$ cat src/rtl/ls_program_loader_pkg.sv
// Shared types and constants for the local-store program loader.
package ls_program_loader_pkg;

  localparam int unsigned LS_QUAD_BYTES     = 16;
  localparam int unsigned LS_WORDS_PER_QUAD = 4;
  localparam int unsigned LS_WORD_W         = 32;
  localparam int unsigned LS_QUAD_W         = 128;
  localparam int unsigned LS_ADDR_W         = 32;

  localparam logic [31:0] SPU_NOP_WORD = 32'h4020_0000;

  typedef enum logic [2:0] {
    IDLE,
    CHECK,
    FILL,
    WRITE,
    DONE
  } loader_state_e;

endpackage

$ cat src/rtl/ls_quad_packer.sv
// Packs 32-bit words MSB-first into a 128-bit quadword register.
// LS_LOADER_NOP_PAD_EN: pad a final partial quad with SPU nops instead of zeros.
module ls_quad_packer
  import ls_program_loader_pkg::*;
(
  input  logic         clk,
  input  logic         rst,
  input  logic         load,
  input  logic [0:31]  word,
  input  logic         clear,
  input  logic         pad,
  output logic         full,
  output logic [0:127] quad
);

`ifdef LS_LOADER_NOP_PAD_EN
  localparam logic [0:31] PAD_WORD = SPU_NOP_WORD;
`else
  localparam logic [0:31] PAD_WORD = 32'h0000_0000;
`endif

  logic [1:0]   idx_q;
  logic [1:0]   idx_d;
  logic [0:127] pack_q;
  logic [0:127] pack_d;

  // Word k lands in bits [32k:32k+31]; pad fills every slot above the last word.
  always_comb begin
    idx_d  = idx_q;
    pack_d = pack_q;
    if (clear) begin
      idx_d  = '0;
      pack_d = '0;
    end else if (load) begin
      for (int unsigned k = 0; k < LS_WORDS_PER_QUAD; k++) begin
        if (2'(k) == idx_q) begin
          pack_d[k*LS_WORD_W +: LS_WORD_W] = word;
        end else if (pad && (2'(k) > idx_q)) begin
          pack_d[k*LS_WORD_W +: LS_WORD_W] = PAD_WORD;
        end
      end
      idx_d = idx_q + 2'd1;
    end
  end

  always_ff @(posedge clk or posedge rst) begin
    if (rst) begin
      idx_q  <= '0;
      pack_q <= '0;
    end else begin
      idx_q  <= idx_d;
      pack_q <= pack_d;
    end
  end

  // High when the next loaded word completes the quad.
  assign full = (idx_q == 2'(LS_WORDS_PER_QUAD - 1));
  assign quad = pack_q;

endmodule

$ cat src/rtl/ls_program_loader.sv
// Streams 32-bit instruction words into local store as quadwords, holding the core meanwhile.
// Optional build macro LS_LOADER_NOP_PAD_EN selects nop padding in ls_quad_packer.
module ls_program_loader
  import ls_program_loader_pkg::*;
#(
  parameter int unsigned LS_BYTES = 32768,
  parameter int unsigned CNT_W    = 16
) (
  input  logic             clk,
  input  logic             rst,
  input  logic             start,
  input  logic [0:31]      base_addr,
  input  logic [CNT_W-1:0] word_count,
  input  logic             in_valid,
  output logic             in_ready,
  input  logic [0:31]      in_data,
  output logic [0:31]      ls_addr,
  output logic [0:127]     ls_data_wr,
  output logic             ls_wr_en,
  output logic             core_hold,
  output logic             busy,
  output logic             done,
  output logic             err,
  output logic [0:31]      pc_start
);

  loader_state_e state_q;
  loader_state_e state_d;

  logic [LS_ADDR_W-1:0] quad_addr_q;
  logic [LS_ADDR_W-1:0] quad_addr_d;
  logic [CNT_W-1:0]     rem_q;
  logic [CNT_W-1:0]     rem_d;
  logic [LS_ADDR_W-1:0] aligned_base;
  logic [LS_ADDR_W:0]   end_addr;
  logic                 range_bad;
  logic                 accept;

  logic [0:31] ls_addr_d;
  logic [0:31] pc_d;
  logic        err_d;
  logic        busy_d;
  logic        ready_d;
  logic        wr_en_d;
  logic        done_d;

  logic         pk_load;
  logic         pk_clear;
  logic         pk_pad;
  logic         pk_full;
  logic [0:127] pk_quad;

  assign aligned_base = base_addr & ~LS_ADDR_W'(LS_QUAD_BYTES - 1);
  assign accept       = in_valid && in_ready;

  // Range check at one extra bit so a load running past the top can never wrap.
  assign end_addr  = (LS_ADDR_W+1)'(quad_addr_q) + ((LS_ADDR_W+1)'(rem_q) << 2);
  assign range_bad = end_addr > (LS_ADDR_W+1)'(LS_BYTES);

  always_comb begin
    state_d     = state_q;
    quad_addr_d = quad_addr_q;
    rem_d       = rem_q;
    ls_addr_d   = ls_addr;
    pc_d        = pc_start;
    err_d       = err;
    pk_load     = 1'b0;
    pk_clear    = 1'b0;
    pk_pad      = 1'b0;

    unique case (state_q)
      IDLE: begin
        if (start) begin
          state_d     = CHECK;
          quad_addr_d = aligned_base;
          rem_d       = word_count;
          pc_d        = aligned_base;
          err_d       = 1'b0;
          pk_clear    = 1'b1;
        end
      end
      CHECK: begin
        if (rem_q == '0) begin
          state_d = DONE;
        end else if (range_bad) begin
          err_d   = 1'b1;
          state_d = DONE;
        end else begin
          state_d = FILL;
        end
      end
      FILL: begin
        if (accept) begin
          pk_load = 1'b1;
          pk_pad  = (rem_q == CNT_W'(1));
          rem_d   = rem_q - CNT_W'(1);
          if (pk_full || (rem_q == CNT_W'(1))) begin
            state_d   = WRITE;
            ls_addr_d = quad_addr_q;
          end
        end
      end
      WRITE: begin
        pk_clear    = 1'b1;
        quad_addr_d = quad_addr_q + LS_ADDR_W'(LS_QUAD_BYTES);
        state_d     = (rem_q == '0) ? DONE : FILL;
      end
      DONE: begin
        state_d = IDLE;
      end
      default: begin
        state_d = IDLE;
      end
    endcase

    // Handshake and status outputs are registered versions of the next state.
    busy_d  = (state_d != IDLE);
    ready_d = (state_d == FILL);
    wr_en_d = (state_d == WRITE);
    done_d  = (state_d == DONE);
  end

  always_ff @(posedge clk or posedge rst) begin
    if (rst) begin
      state_q     <= IDLE;
      quad_addr_q <= '0;
      rem_q       <= '0;
      ls_addr     <= '0;
      pc_start    <= '0;
      err         <= 1'b0;
      busy        <= 1'b0;
      core_hold   <= 1'b0;
      in_ready    <= 1'b0;
      ls_wr_en    <= 1'b0;
      done        <= 1'b0;
    end else begin
      state_q     <= state_d;
      quad_addr_q <= quad_addr_d;
      rem_q       <= rem_d;
      ls_addr     <= ls_addr_d;
      pc_start    <= pc_d;
      err         <= err_d;
      busy        <= busy_d;
      core_hold   <= busy_d;
      in_ready    <= ready_d;
      ls_wr_en    <= wr_en_d;
      done        <= done_d;
    end
  end

  ls_quad_packer u_packer (
    .clk   (clk),
    .rst   (rst),
    .load  (pk_load),
    .word  (in_data),
    .clear (pk_clear),
    .pad   (pk_pad),
    .full  (pk_full),
    .quad  (pk_quad)
  );

  // The pack register holds the finished quad for the whole WRITE cycle.
  assign ls_data_wr = pk_quad;

endmodule

$ cat config.mk
export PLATFORM = sky130hd
export DESIGN_NAME = ls_program_loader
export DESIGN_NICKNAME = d
export VERILOG_FILES = /design/src/rtl/ls_program_loader_pkg.sv /design/src/rtl/ls_quad_packer.sv /design/src/rtl/ls_program_loader.sv
export SDC_FILE = /design/constraint.sdc
export NUM_CORES = 1
export LEC_CHECK = 0
export CORE_AREA = 5 5 148 164
export CTS_CLUSTER_SIZE = 14
export DETAILED_ROUTE_END_ITERATION = 10
export DIE_AREA = 0 0 153 169
export GPL_TIMING_DRIVEN = 0
export MAX_ROUTING_LAYER = met4
export PLACE_DENSITY = 0.86
export SKIP_LAST_GASP = 1
export SLEW_MARGIN = 15
export SYNTH_ARGS = -nofsm -noshare
export SYNTH_HDL_FRONTEND = slang
export SYNTH_SLANG_ARGS = --single-unit
$ cat constraint.sdc
create_clock -name clk -period 13.4 [get_ports clk]
set_input_delay 2.01 -clock clk [delete_from_list [all_inputs] [get_ports clk]]
set_output_delay 2.01 -clock clk [all_outputs]
set_load 0.1 [all_outputs]
==> flow_summary.ini <==
[status]
run_status = finished clean

[clock_network]
clock_root_buffer = sky130_fd_sc_hd__clkbuf_16
worstSkewPairLatency_ns = 0.52
clock_tree.buffer_depth = 3
tritoncts = built
clk_pin_slew_ns = 0.06
post-cts-setup-buffer-count = 0
cts_htree_levels = 1
numCtsBuffers = 24
cts-resized-gates = 0
post_cts_hold_buffer_count = 0
tritoncts_num_sinks = 238

[floorplan]
die_height_um = 169
ports = 282
chipWidth_um = 153
coreArea_um2 = 22500
initial_utilization_pct = 49.62
die_area_um2 = 25860
placementRows = 58

[logic_synthesis]
synth-main-ff-cell = sky130_fd_sc_hd__dfrtp_1
synth.ff_latch_count = 238
number_of_standard_cells_after_synthesis = 1245
yosys_top_cell_area_share_pct = 53.35
synth-compound-area-share_pct = 17.73
yosys-mux-area-fraction_pct = 0.2690
largest_family_of_logic_cells_by_synthesized_area = simple AND/OR/NAND/NOR gates
synth_async_sr_flop_share_pct = 100.0
post_synth.cell_area_avg_um2 = 8.966
synth-simple-area-share_pct = 21.50
synthXorXnorAreaFrac_pct = 0.6277
cell_accounting_for_the_most_synthesized_area = sky130_fd_sc_hd__dfrtp_1
yosysSeqAreaShare_pct = 53.35
yosys-top-cells-area = sky130_fd_sc_hd__dfrtp_1 53%, sky130_fd_sc_hd__nand2_1 12%, sky130_fd_sc_hd__a21oi_1 3.8%
post_synth_edffs = 0
synth.lib_cells_used.distinct = 66
synthesis.area_um2 = 11160
yosysWarningCount = 0
synthAdderAreaFrac_pct = 2.466

[sta]
fin_setup_tns_ns = 0
final-max-slew-violation-count = 0
setup_repair_after_global_routing_missed_its_margin = no
final_hold_viol_count = 0
max_freq_mhz = 239.7
min_period_ns = 4.171
slew-limit-headroom_pct = 27.25
setup_violations = 0
worstMarginPinSlew_ns = 1.088
layout_worst_path_cycle_share_pct = 31.13
fin_skew_ns = 0.01345

[place]
gp_congestion = 0.9777
number_of_input_and_output_port_buffers_inserted = 269
dp.final_hpwl_um = 28300

[grt]
first_global_vias = 10628
grt_max_degree = 108
overflow = 0
global_route_wire_length_before_repair_um = 59650
globalRouteTotalUtil_pct = 29.56
initial_antenna_violation_count = 0

[power_and_ir_drop]
p_leak_nw = 6.803
power.ir.vdd_worst_uv = 116.6
total_power_consumption_mw = 2.285
power_density_nw_per_um2 = 150.2

[routing]
postRouteWirelength_um = 38400
post-route-drc-count = 0
drt_first_iter_violations = 1011
routed_via_density = 5.869
vias = 10958
drt_first_pass_iters = 7
drtAntennaViolNets = 0
routedWlPerCell_um = 20.57

[setup_path]
worstSetupStartpointType = input pin
setup.worst_path.class = input pin to flop
max_stage_delay_ns = 0.58
crit_buf_inv = 4
arrival_ns = 4.50
critical_path_peak_fanout = 10
critPathSlowestCell = sky130_fd_sc_hd__clkbuf_1
crit_start = in_valid
required_arrival_time_at_the_worst_endpoint_ns = 13.73
critPathTopFamily = buffers and inverters
critical_path_cell_list = clkdlybuf4s50_1 -> and3_1 -> clkbuf_1 -> o21ai_1 -> clkbuf_1 -> clkbuf_1 -> o211ai_1
regToRegStartpoint = quad_addr_q[23]
worst_setup_path_end_kind = flop
cp_common_cell = sky130_fd_sc_hd__clkbuf_1

[layout]
post_route_cells_drive_above_1_share_pct = 4.595
num-fill-cells = 1734
area.growth.synth_to_final_pct = 36.33
design.final.nets = 1656
antenna_cells = 0

[run]
max-cap-violations = 0

[worst_hold_path]
worstHoldStart = u_packer.quad[84]
min-delay-path-class = flop to flop
-- metrics by stage --
stage	instance area (µm²)	std cells	utilization, %	setup slack (ns)	hold slack (ns)
CTS	15220	1867	67.65	9.203	0.4688
global route	15220	1867	67.65	9.112	0.4963
detailed placement	14330	1824	63.72	8.669	0.4550
global placement	14260	1821	63.38	1.964	0.4484
floorplan	11190	1252	-	4.859	0.4732
finish	15220	1867	67.65	9.229	0.4654
-- placed cells by master (no fill, tap or decap), drive strengths merged, types with 6 or more instances in the layout --
| cell type | synthesis | final |
|---|---|---|
| nor4 | 7 | 7 |
| ha | 22 | 22 |
| o311ai | 7 | 7 |
| nor3 | 14 | 14 |
| a22oi | 39 | 39 |
| o21ai | 68 | 68 |
| a211oi | 7 | 7 |
| clkbuf | 76 | 106 |
| a22o | 32 | 32 |
| nor2 | 84 | 84 |
| nand4 | 14 | 14 |
| dfrtp | 238 | 238 |
| a311oi | 6 | 6 |
| inv | 16 | 16 |
| a21oi | 84 | 84 |
| and2 | 7 | 7 |
| nand3 | 59 | 59 |
| bufinv | 0 | 6 |
| conb | 1 | 8 |
| o21a | 6 | 6 |
| clkdlybuf4s50 | 0 | 269 |
| a31oi | 8 | 8 |
| buf | 15 | 18 |
| nand2 | 350 | 350 |
| and3 | 13 | 13 |
-- cell families after synthesis --
logic type / Yosys count
flip-flops: 238
AND/OR/NAND/NOR: 568
AO/OA/AOI/OAI: 298
other: 1
adder cells (fa/ha/maj): 22
buffers and inverters: 107
XOR/XNOR: 8
multiplexers: 3
-- cell type report --
class	instances	area (µm²)	share of cell area (%)
plain buffers	91	389.1	2.557
clock buffers	30	664.4	4.366
clock inverters	13	220.2	1.447
inverters	16	67.56	0.4440
multi-input cells	907	4791	31.48
flip-flops and latches	238	5956	39.14
well taps	300	375.4	2.467
repair buffers	272	2755	18.10
-- layer usage --
| layer | wire (µm) | global-route usage (%) | part of all wire [%] | vias up |
|---|---|---|---|---|
| li1 | - | - | - | 4935 |
| met1 | 14910 | 37.43 | 39 | 5273 |
| met4 | 1526 | 10.89 | 4.0 | 0 |
| met3 | 3261 | 4.423 | 8.5 | 104 |
| met5 | 0 | - | 0 | - |
| met2 | 18710 | 48.78 | 49 | 646 |
-- worst register-to-register path: stages, from the launching register on --
cell and delay [ns]:
sky130_fd_sc_hd__dfrtp_1 0.34, sky130_fd_sc_hd__clkbuf_1 0.43, sky130_fd_sc_hd__nand4_1 0.26, sky130_fd_sc_hd__nor3_1 0.64, sky130_fd_sc_hd__mux2i_1 0.27, sky130_fd_sc_hd__nand4_1 0.14, sky130_fd_sc_hd__nor4b_1 0.33, sky130_fd_sc_hd__nand4_1 0.12
sky130_fd_sc_hd__or4_4 0.55, sky130_fd_sc_hd__a32o_1 0.24
-- sequential cells by signal (all words and copies together), names as in the netlist --
name            cells
quad_addr_q        28
u_packer.idx_q      2
ls_wr_en            1
pc_start           28
err                 1
ls_addr            28
state_q             3
done                1
u_packer.quad     128
in_ready            1
rem_q              16
busy                1
-- path summary, 6_finish.rpt --
| check | endpoint | slack, ns | cells past startpoint |
|---|---|---|---|
| worst min register to register | u_packer.quad[84] | 0.47 | 2 |
| worst max register to register | err | 9.96 | 9 |
| min in group asynchronous | u_packer.quad[63] | 1.94 | 2 |
| max in group asynchronous | u_packer.quad[36] | 10.58 | 3 |
| worst min-delay path | u_packer.quad[84] | 0.47 | 2 |
| worst max-delay path | busy | 9.23 | 7 |
-- where the power goes --
part | total [mW] | internal, mW | leakage, nW | switching [mW]
Sequential | 0.843 | 0.775 | 3.17 | 0.0688
Combinational | 0.688 | 0.209 | 3.20 | 0.479
Clock | 0.754 | 0.467 | 0.431 | 0.288
-- cells in the mapped netlist, drive strengths merged (4+ instances only) --
cell type	instances
nand2	350
dfrtp	238
a21oi	84
nor2	84
clkbuf	76
o21ai	68
nand3	59
a22oi	39
a22o	32
ha	22
inv	16
buf	15
nand4	14
nor3	14
and3	13
a31oi	8
a211oi	7
and2	7
nor4	7
o311ai	7
a311oi	6
o21a	6
xnor2	5
nand2b	4
nand3b	4
nor2b	4
o211ai	4
o22ai	4
o32ai	4
Note: power is estimated with default switching activity, not from simulation.
